[src/rtl/fm_s2mm_packer.sv]
// Reads a region of the per-column fm buffers in address-major order and packs
// the returned bytes little-endian into AXI-Stream beats for the S2MM DMA.
module fm_s2mm_packer #(
  parameter int CONF_PE_COL         = 16,
  parameter int CONF_FM_BUF_DEPTH   = 1024,
  parameter int CONF_DDR_DATA_WIDTH = 64,
  localparam int AW = $clog2(CONF_FM_BUF_DEPTH)
) (
  input  logic                           clk,
  input  logic                           rst_n,
  input  logic                           start,
  input  logic                           pp_sel,
  input  logic [AW-1:0]                  base_addr,
  input  logic [AW:0]                    len,
  output logic                           busy,
  output logic                           done,
  output logic [CONF_PE_COL-1:0]         fm_rd_en,
  output logic [AW-1:0]                  fm_rd_addr,
  output logic [CONF_PE_COL-1:0]         fm_ping_pong,
  input  logic [CONF_PE_COL*8-1:0]       fm_dout,
  output logic [CONF_DDR_DATA_WIDTH-1:0] s_axis_s2mm_tdata,
  output logic [CONF_DDR_DATA_WIDTH/8-1:0] s_axis_s2mm_tkeep,
  output logic                           s_axis_s2mm_tlast,
  output logic                           s_axis_s2mm_tvalid,
  input  logic                           s_axis_s2mm_tready
);

  localparam int DW   = CONF_DDR_DATA_WIDTH;
  localparam int KW   = DW / 8;
  localparam int CNTW = $clog2(KW) + 1;
  localparam int CW   = (CONF_PE_COL > 1) ? $clog2(CONF_PE_COL) : 1;

  typedef enum logic [1:0] {S_IDLE, S_RUN, S_DRAIN} state_t;

  state_t          state_q, state_d;
  logic [AW-1:0]   addr_q, addr_d;
  logic [AW:0]     rem_q, rem_d;
  logic [CW-1:0]   col_q, col_d, rd_col_q, rd_col_d;
  logic            pp_q, pp_d, rd_vld_q, rd_vld_d, rd_last_q, rd_last_d;
  logic            done_q, done_d;
  logic [DW-1:0]   asm_data_q, asm_data_d, out_data_q, out_data_d;
  logic [CNTW-1:0] asm_cnt_q, asm_cnt_d;
  logic            asm_full_q, asm_full_d, asm_last_q, asm_last_d;
  logic [KW-1:0]   out_keep_q, out_keep_d;
  logic            out_last_q, out_last_d, out_valid_q, out_valid_d;

  logic                   hs, out_free, move, last_rd, issue;
  logic [DW-1:0]          nd;
  logic [CNTW-1:0]        ncnt;
  logic [7:0]             in_byte;
  logic [CONF_PE_COL-1:0] rd_en;

  function automatic logic [KW-1:0] keep_of(input logic [CNTW-1:0] n);
    logic [KW-1:0] k;
    k = '0;
    for (int unsigned i = 0; i < KW; i++) k[i] = (i < n);
    return k;
  endfunction

  always_comb begin
    state_d     = state_q;
    addr_d      = addr_q;
    rem_d       = rem_q;
    col_d       = col_q;
    pp_d        = pp_q;
    rd_vld_d    = 1'b0;
    rd_col_d    = rd_col_q;
    rd_last_d   = 1'b0;
    done_d      = 1'b0;
    asm_data_d  = asm_data_q;
    asm_cnt_d   = asm_cnt_q;
    asm_full_d  = asm_full_q;
    asm_last_d  = asm_last_q;
    out_data_d  = out_data_q;
    out_keep_d  = out_keep_q;
    out_last_d  = out_last_q;
    out_valid_d = out_valid_q;
    nd          = '0;
    ncnt        = '0;
    in_byte     = '0;
    rd_en       = '0;

    hs       = out_valid_q && s_axis_s2mm_tready;
    out_free = !out_valid_q || s_axis_s2mm_tready;
    if (hs) begin
      out_valid_d = 1'b0;
      out_last_d  = 1'b0;
    end

    // A held complete beat leaves first so the incoming byte finds room.
    move = asm_full_q && out_free;
    if (move) begin
      out_valid_d = 1'b1;
      out_data_d  = asm_data_q;
      out_keep_d  = keep_of(asm_cnt_q);
      out_last_d  = asm_last_q;
      asm_data_d  = '0;
      asm_cnt_d   = '0;
      asm_full_d  = 1'b0;
      asm_last_d  = 1'b0;
    end

    if (rd_vld_q) begin
      in_byte = fm_dout[int'(rd_col_q)*8 +: 8];
      nd      = asm_data_d;
      nd[int'(asm_cnt_d[CNTW-2:0])*8 +: 8] = in_byte;
      ncnt    = asm_cnt_d + CNTW'(1);
      if ((ncnt == CNTW'(KW)) || rd_last_q) begin
        if (out_free && !move) begin
          out_valid_d = 1'b1;
          out_data_d  = nd;
          out_keep_d  = keep_of(ncnt);
          out_last_d  = rd_last_q;
          asm_data_d  = '0;
          asm_cnt_d   = '0;
        end else begin
          asm_data_d  = nd;
          asm_cnt_d   = ncnt;
          asm_full_d  = 1'b1;
          asm_last_d  = rd_last_q;
        end
      end else begin
        asm_data_d = nd;
        asm_cnt_d  = ncnt;
      end
    end

    // Only one read is ever in flight, so stalling on a full assembly
    // register next cycle is enough to never lose a byte.
    last_rd = (col_q == CW'(CONF_PE_COL - 1)) && (rem_q == (AW+1)'(1));
    issue   = (state_q == S_RUN) && !asm_full_d;

    case (state_q)
      S_IDLE: begin
        if (start) begin
          if (len != '0) begin
            addr_d  = base_addr;
            rem_d   = len;
            col_d   = '0;
            pp_d    = pp_sel;
            state_d = S_RUN;
          end else begin
            done_d = 1'b1;
          end
        end
      end
      S_RUN: begin
        if (issue) begin
          rd_en     = CONF_PE_COL'(1) << col_q;
          rd_vld_d  = 1'b1;
          rd_col_d  = col_q;
          rd_last_d = last_rd;
          if (col_q == CW'(CONF_PE_COL - 1)) begin
            col_d  = '0;
            addr_d = addr_q + 1'b1;
            rem_d  = rem_q - 1'b1;
          end else begin
            col_d = col_q + 1'b1;
          end
          if (last_rd) state_d = S_DRAIN;
        end
      end
      S_DRAIN: begin
        if (hs && out_last_q) begin
          done_d  = 1'b1;
          state_d = S_IDLE;
        end
      end
      default: state_d = S_IDLE;
    endcase
  end

  always_ff @(posedge clk or negedge rst_n) begin
    if (!rst_n) begin
      state_q     <= S_IDLE;
      addr_q      <= '0;
      rem_q       <= '0;
      col_q       <= '0;
      pp_q        <= 1'b0;
      rd_vld_q    <= 1'b0;
      rd_col_q    <= '0;
      rd_last_q   <= 1'b0;
      done_q      <= 1'b0;
      asm_data_q  <= '0;
      asm_cnt_q   <= '0;
      asm_full_q  <= 1'b0;
      asm_last_q  <= 1'b0;
      out_data_q  <= '0;
      out_keep_q  <= '0;
      out_last_q  <= 1'b0;
      out_valid_q <= 1'b0;
    end else begin
      state_q     <= state_d;
      addr_q      <= addr_d;
      rem_q       <= rem_d;
      col_q       <= col_d;
      pp_q        <= pp_d;
      rd_vld_q    <= rd_vld_d;
      rd_col_q    <= rd_col_d;
      rd_last_q   <= rd_last_d;
      done_q      <= done_d;
      asm_data_q  <= asm_data_d;
      asm_cnt_q   <= asm_cnt_d;
      asm_full_q  <= asm_full_d;
      asm_last_q  <= asm_last_d;
      out_data_q  <= out_data_d;
      out_keep_q  <= out_keep_d;
      out_last_q  <= out_last_d;
      out_valid_q <= out_valid_d;
    end
  end

  assign busy               = (state_q != S_IDLE);
  assign done               = done_q;
  assign fm_rd_en           = rd_en;
  assign fm_rd_addr         = addr_q;
  assign fm_ping_pong       = {CONF_PE_COL{pp_q}};
  assign s_axis_s2mm_tdata  = out_data_q;
  assign s_axis_s2mm_tkeep  = out_keep_q;
  assign s_axis_s2mm_tlast  = out_last_q;
  assign s_axis_s2mm_tvalid = out_valid_q;

endmodule

[config.mk]
export PLATFORM = sky130hd
export DESIGN_NAME = fm_s2mm_packer
export DESIGN_NICKNAME = d
export VERILOG_FILES = /design/src/rtl/fm_s2mm_packer.sv
export SDC_FILE = /design/constraint.sdc
export NUM_CORES = 1
export LEC_CHECK = 0
export CORE_ASPECT_RATIO = 0.8
export CORE_MARGIN = 1
export CORE_UTILIZATION = 49
export DETAILED_ROUTE_END_ITERATION = 8
export GPL_TIMING_DRIVEN = 0
export PLACE_DENSITY_LB_ADDON = 0.15
export SETUP_SLACK_MARGIN = 0.2
export SLEW_MARGIN = 20
export SYNTH_ARGS = -nofsm -noshare
export SYNTH_HDL_FRONTEND = slang
export SYNTH_SLANG_ARGS = --single-unit
[constraint.sdc]
create_clock -name clk -period 5.5 [get_ports clk]
set_input_delay 1.1 -clock clk [delete_from_list [all_inputs] [get_ports clk]]
set_output_delay 1.1 -clock clk [all_outputs]
set_load 0.05 [all_outputs]
==> Yosys cells after proc, flatten, opt, wreduce, memory -nomap -nowiden <==
Index checks and enable logic that the tools add are counted.
W data, S select, Z words.
{ "op_classes": {"add_sub_neg": 5, "order_cmp": 16, "n_eq_ne": 11, "n_shift": 4, "n_mux": 66, "reduce_logical": 20} }
{ "op_table": {"columns": ["op", "count"], "rows": [
  ["$mux W64", 8],
  ["$shiftx A128 B8 Y8", 1],
  ["$bwmux W64", 1],
  ["$shift A8 B33 Y64 const A", 1],
  ["$shiftx A8 B33 Y64", 1],
  ["$mux W11", 4],
  ["$mux W10", 4],
  ["$neg A6 Y33", 1],
  ["$lt A3 B4 Y1 const A", 8],
  ["$mux W16", 2],
  ["$mux W4", 8],
  ["$mux W8", 4],
  ["$mux W1", 25],
  ["$pmux W11 S2", 1],
  ["$pmux W10 S2", 1],
  ["$lt A1 B4 Y1 const A", 4],
  ["$lt A2 B4 Y1 const A", 4],
  ["$shl A1 B4 Y16 const A", 1],
  ["$ne A2 B2 Y1 const B", 6],
  ["$eq A11 B1 Y1 const B", 1],
  ["$reduce_bool A11 Y1", 1],
  ["$sub A11 B1 Y11 const B", 1],
  ["$add A10 B1 Y10 const B", 1],
  ["$mux W2", 5],
  ["other kinds (16)", 28]
]} }
{ "word_totals": {"regBits": 179, "input_bits": 154, "out_inout_bits": 118, "elab_cells": 139} }

==> Depth between registers and ports, before layout <==
{ "logic_depth": {"ltp_word": 13, "ltp_mapped": 14, "mapped_depth_nobuf": 11} }

==> Least setup slack after synthesis <==
OpenSTA, ideal clock, no wires.
{ "synth_path": {"path_type": "input -> output", "startpoint": "input port s_axis_s2mm_tready", "endpoint": "output port fm_rd_en[0]", "t_arrival_ps": 4852, "t_required_ps": 4400, "slack_ps": -452, "stages": 13, "path_buffers": 5, "path_cell_list": "nor2b_1 buf_2 nor2_1 clkbuf_1 nor2_1 ha_1 and2_1 clkbuf_1 o2111a_2 or3_1 buf_2 buf_2 nor4_1"} }
{ "synth_via": {"elab_chain_cells": 12, "elab_cells_between_ends": 16, "cone_classes": "add/sub: 1; eq/ne: 1; mux: 7; reduce/logical: 7"} }
{ "synth_rtl": {"columns": ["item", "line_no", "text"], "rows": [
  ["from (decl)", "25", "input logic s_axis_s2mm_tready"],
  ["$logic_or A1 B1 Y1 (*)", "84", "out_free = !out_valid_q || s_axis_s2mm_tready;"],
  ["$logic_and A1 B1 Y1", "91", "move = asm_full_q && out_free;"],
  ["$mux W4", "92", "if (move) begin"],
  ["$add A4 B1 Y4", "107", "ncnt = asm_cnt_d + CNTW'(1);"],
  ["$eq A4 B4 Y1", "108", "if ((ncnt == CNTW'(KW)) || rd_last_q) begin"],
  ["$logic_or A1 B1 Y1", "108", null],
  ["$mux W1", "108", null],
  ["$mux W1 (*)", "103", "if (rd_vld_q) begin"],
  ["$logic_not A1 Y1 (*)", "131", "issue = (state_q == S_RUN) && !asm_full_d;"],
  ["$logic_and A1 B1 Y1 (*)", "131", null],
  ["$mux W16 (*)", "148", "if (issue) begin"],
  ["$mux W16 (*)", "133", "case (state_q)"],
  ["to (decl)", "17", "output logic [CONF_PE_COL-1:0] fm_rd_en,"]
]} }
Mark *: on every way between the ends. The rest lies on a longest branch, timed or not.

==> Worst setup path after layout <==
{ "layout_path": {"startpoint": "input port s_axis_s2mm_tready", "endpoint": "output port fm_rd_en[7]"} }
Same word-level chain as after synthesis.

==> run metrics <==
result of the run finished clean; proportion of layout cells with a drive suffix above 1 0.154; crit path launch type input port; Cell Area, Synth 0.00975 sq mm; Mapped Nets 1052; Placed Cells incl. Taps 1417; iteration-0 DRC count of the detailed router 905; worst hold path class reg -> reg; IO Pins 272; average instance area after synthesis 11.0 sq um; Area Overhead vs Synth 38.6%; post-synthesis async set-or-reset flop share 1.00; floorplan die area 0.0205 sq mm; routability congestion estimate from global placement 0.989; number of cells in the finished layout apart from fillers 1450; Fin. Hold Viols 0; Port Buf Inserts 271; Reg-to-Reg Start asm_cnt_q[0]; crit path max fanout 10; routed via count divided by cell count 6.30; Distinct cells, synth 75; largest net degree at the start of global routing 93; DP Wirelength 24.2 mm; total area of multi-input combinational cells 0.00479 sq mm; static power due to leakage 5.83 nW; initial core utilization 0.506; worst hold path cell count 2; peak supply drop 0.000382 V; share of the cycle needed by the critical path after routing 0.943; antenna cells 0; worst clock skew on the final layout 12.5 ps; number of synthesis warnings 0; total area of sequential cells 0.00448 sq mm; crit path kind in -> out; number of antenna violations at the first check in global routing 0; startpoint of the most critical hold path asm_data_q[40]; Main synth FF type sky130_fd_sc_hd__dfrtp_1; number of nets in the layout 1344; Clock H-tree levels 4; clock latency of the later-clocked register in the worst-skew pair 440 ps; Max Buffers Root-to-Sink 2; worst reg2reg path depth 12; filler cell count 1482; endpoint required time on the critical path 4400 ps; clock sink total 179; share of the yosys chip area belonging to registers 0.459; number of synthesized register bits 179; setup repair after global routing missed its margin true; DRT Pass-1 Iters 7; maximum capacitance violations 0; routed wire length per instance 22.8 um; die outline width 160 um; final critical delay including setup and external delays 5190 ps; Overflow after GRT 0; number of routed nets with antenna violations 0; kind of end point of the critical path output pin; signal arrival time at the worst endpoint 4090 ps; post-detailed-routing wire length 33.1 mm; first-pass GRT wire length 51.0 mm; fmax 193 MHz; vias in the first global route 8898; relative max-transition margin 0.316; transition at the pin with the smallest max-transition slack 1020 ps; end point of the most critical hold path s_axis_s2mm_tdata[40]; worst hold-check slack 495 ps; hold-fix buffers at CTS 0; area inside the core boundary 0.0193 sq mm; cell count after synthesis 887; cell at the root of the clock tree sky130_fd_sc_hd__clkbuf_16; floorplan die height 128 um; remaining routing DRC violations 0; clock tree from TritonCTS yes; setup slack of the worst register-to-register path 1990 ps; GRT Overall Usage 0.327; number of core rows 45; number of pins with negative max-slew slack in the final report 0; number of setup violations in the final report 0; number of enable-type register cells in the synthesized netlist 0; destination of the worst register-to-register timing path s_axis_s2mm_tdata[55]; cts bufs inserted 17; number of vias in the routed layout 9135; clock edge transition at the registers on the reported setup and hold paths 70 ps; ratio of total power to cell area 653 mW/mm^2
[through the flow]
step	TNS, ps	power, mW	setup WS (ps)	utilization	cell area, sq um
2_1_floorplan	-704	5.79	-117	-	9830
3_3_place_gp	-727130	7.48	-3990	0.668	12900
3_5_place_dp	-16850	7.55	-1170	0.670	12900
4_1_cts	0	8.75	231	0.699	13500
5_1_grt	0	9.24	175	0.702	13500
6_report	0	8.83	312	0.702	13500
[cell type report]
| class | instances | area share |
|---|---|---|
| inverter | 38 | 0.0107 |
| clock inverter | 15 | 0.0101 |
| sequential | 179 | 0.331 |
| buffer | 75 | 0.0366 |
| timing repair buffer | 273 | 0.201 |
| clock buffer | 17 | 0.0315 |
| multi-input combinational | 595 | 0.355 |
| tap | 258 | 0.0239 |
[what timing repair did]
action | CTS | global route
endpoints found under the hold margin | 0 | 0
setup buffers | 1 | 0
pin swaps | 1 | 0
resized for setup | 109 | 19
setup endpoints to repair | 16 | 16
[state kept, by name, indices dropped and copies added, names as in the netlist]
register            cells
asm_data_q             64
s_axis_s2mm_tdata      64
rem_q                  11
fm_rd_addr             10
s_axis_s2mm_tkeep       8
asm_cnt_q               4
col_q                   4
rd_col_q                4
state_q                 2
asm_full_q              1
asm_last_q              1
done                    1
pp_q                    1
rd_last_q               1
rd_vld_q                1
s_axis_s2mm_tlast       1
s_axis_s2mm_tvalid      1
[routing by layer]
layer | vias up | global-route usage | part of all wire
met5 | - | 0 | 0
met4 | 0 | 0.132 | 0.035
met3 | 63 | 0.0796 | 0.088
met2 | 506 | 0.536 | 0.48
met1 | 4510 | 0.419 | 0.40
li1 | 4056 | - | -
[cells in the mapped netlist, drive strengths merged, types with 6 or more instances]
| cell type | n | share of area |
|---|---|---|
| dfrtp | 179 | 0.46 |
| a22o | 65 | 0.058 |
| nor2 | 57 | 0.026 |
| a221o | 49 | 0.050 |
| nand2 | 49 | 0.019 |
| buf | 45 | 0.037 |
| o21ai | 41 | 0.023 |
| and2 | 38 | 0.024 |
| inv | 37 | 0.014 |
| mux4 | 33 | 0.076 |
| clkbuf | 30 | 0.012 |
| a21oi | 29 | 0.015 |
| o22ai | 26 | 0.019 |
| nand3 | 22 | 0.011 |
| and3 | 21 | 0.013 |
| nor3 | 18 | 0.010 |
| a222oi | 14 | 0.014 |
| nor4 | 13 | 0.011 |
| ha | 11 | 0.014 |
| o211ai | 9 | 0.0069 |
| a21o | 8 | 0.0062 |
| nand4 | 8 | 0.0051 |
| a41oi | 6 | 0.0054 |
[power breakdown]
| group | leakage [nW] | switching (mW) | total, mW | internal (mW) |
|---|---|---|---|---|
| registers | 2.25 | 0.374 | 2.23 | 1.85 |
| clock network | 0.274 | 0.583 | 1.18 | 0.599 |
| logic | 3.31 | 3.40 | 5.42 | 2.03 |
[kinds of logic after synthesis]
logic type,after synthesis,synth area share
DFF,179,0.459
muxes,38,0.0815
buffers and inverters,113,0.0632
and+or+nand+nor,250,0.137
adders and majority gates,12,0.0153
xor gates and xnor gates,2,0.00180
AOI/OAI and AO/OA,293,0.242
[placed cells by master, fill, tap and decap left out, types with 5 or more instances in the layout]
master / n
sky130_fd_sc_hd__clkdlybuf4s50_1: 254
sky130_fd_sc_hd__dfrtp_1: 179
sky130_fd_sc_hd__a22o_1: 65
sky130_fd_sc_hd__a221o_1: 49
sky130_fd_sc_hd__nand2_1: 48
sky130_fd_sc_hd__nor2_1: 43
sky130_fd_sc_hd__and2_1: 38
sky130_fd_sc_hd__inv_1: 34
sky130_fd_sc_hd__mux4_2: 33
sky130_fd_sc_hd__buf_4: 31
sky130_fd_sc_hd__o21ai_0: 30
sky130_fd_sc_hd__a21oi_1: 29
sky130_fd_sc_hd__clkbuf_1: 27
sky130_fd_sc_hd__o22ai_1: 23
sky130_fd_sc_hd__nand3_1: 22
sky130_fd_sc_hd__and3_1: 21
sky130_fd_sc_hd__clkbuf_16: 17
sky130_fd_sc_hd__buf_6: 14
sky130_fd_sc_hd__a222oi_1: 14
sky130_fd_sc_hd__buf_2: 13
sky130_fd_sc_hd__nor3_1: 13
sky130_fd_sc_hd__nor2_2: 12
sky130_fd_sc_hd__ha_1: 10
sky130_fd_sc_hd__o211ai_1: 9
sky130_fd_sc_hd__o21ai_1: 9
sky130_fd_sc_hd__a21o_1: 8
sky130_fd_sc_hd__nand4_1: 8
sky130_fd_sc_hd__nor4_4: 7
sky130_fd_sc_hd__a41oi_1: 6
sky130_fd_sc_hd__inv_6: 6
sky130_fd_sc_hd__nor2b_1: 5
sky130_fd_sc_hd__nor4_1: 5
sky130_fd_sc_hd__a32oi_1: 5
[worst max path at each step]
stage	from	endpoint	slack (ps)	cells past startpoint
2_1_floorplan	s_axis_s2mm_tready	fm_rd_en[10]	-120	14
3_3_place_gp	rst_n	s_axis_s2mm_tdata[50]	-3990	1
3_5_place_dp	s_axis_s2mm_tready	fm_rd_en[14]	-1170	16
4_1_cts	s_axis_s2mm_tready	fm_rd_en[7]	230	16
5_1_grt	s_axis_s2mm_tready	fm_rd_en[7]	180	16
6_report	s_axis_s2mm_tready	fm_rd_en[7]	310	16
[critical path, cell delays in order]
cell,delay (ps)
sky130_fd_sc_hd__clkdlybuf4s50_1,510
sky130_fd_sc_hd__nor2b_1,60
sky130_fd_sc_hd__clkbuf_4,190
sky130_fd_sc_hd__nor2_4,150
sky130_fd_sc_hd__buf_8,150
sky130_fd_sc_hd__nor2_2,60
sky130_fd_sc_hd__ha_2,220
sky130_fd_sc_hd__and2_1,140
sky130_fd_sc_hd__clkbuf_2,150
sky130_fd_sc_hd__o2111a_2,180
sky130_fd_sc_hd__or3_1,370
sky130_fd_sc_hd__buf_4,180
sky130_fd_sc_hd__buf_6,150
sky130_fd_sc_hd__nor2_1,100
sky130_fd_sc_hd__and2_1,140
sky130_fd_sc_hd__clkbuf_4,220
(Power assumes the default switching activity.)
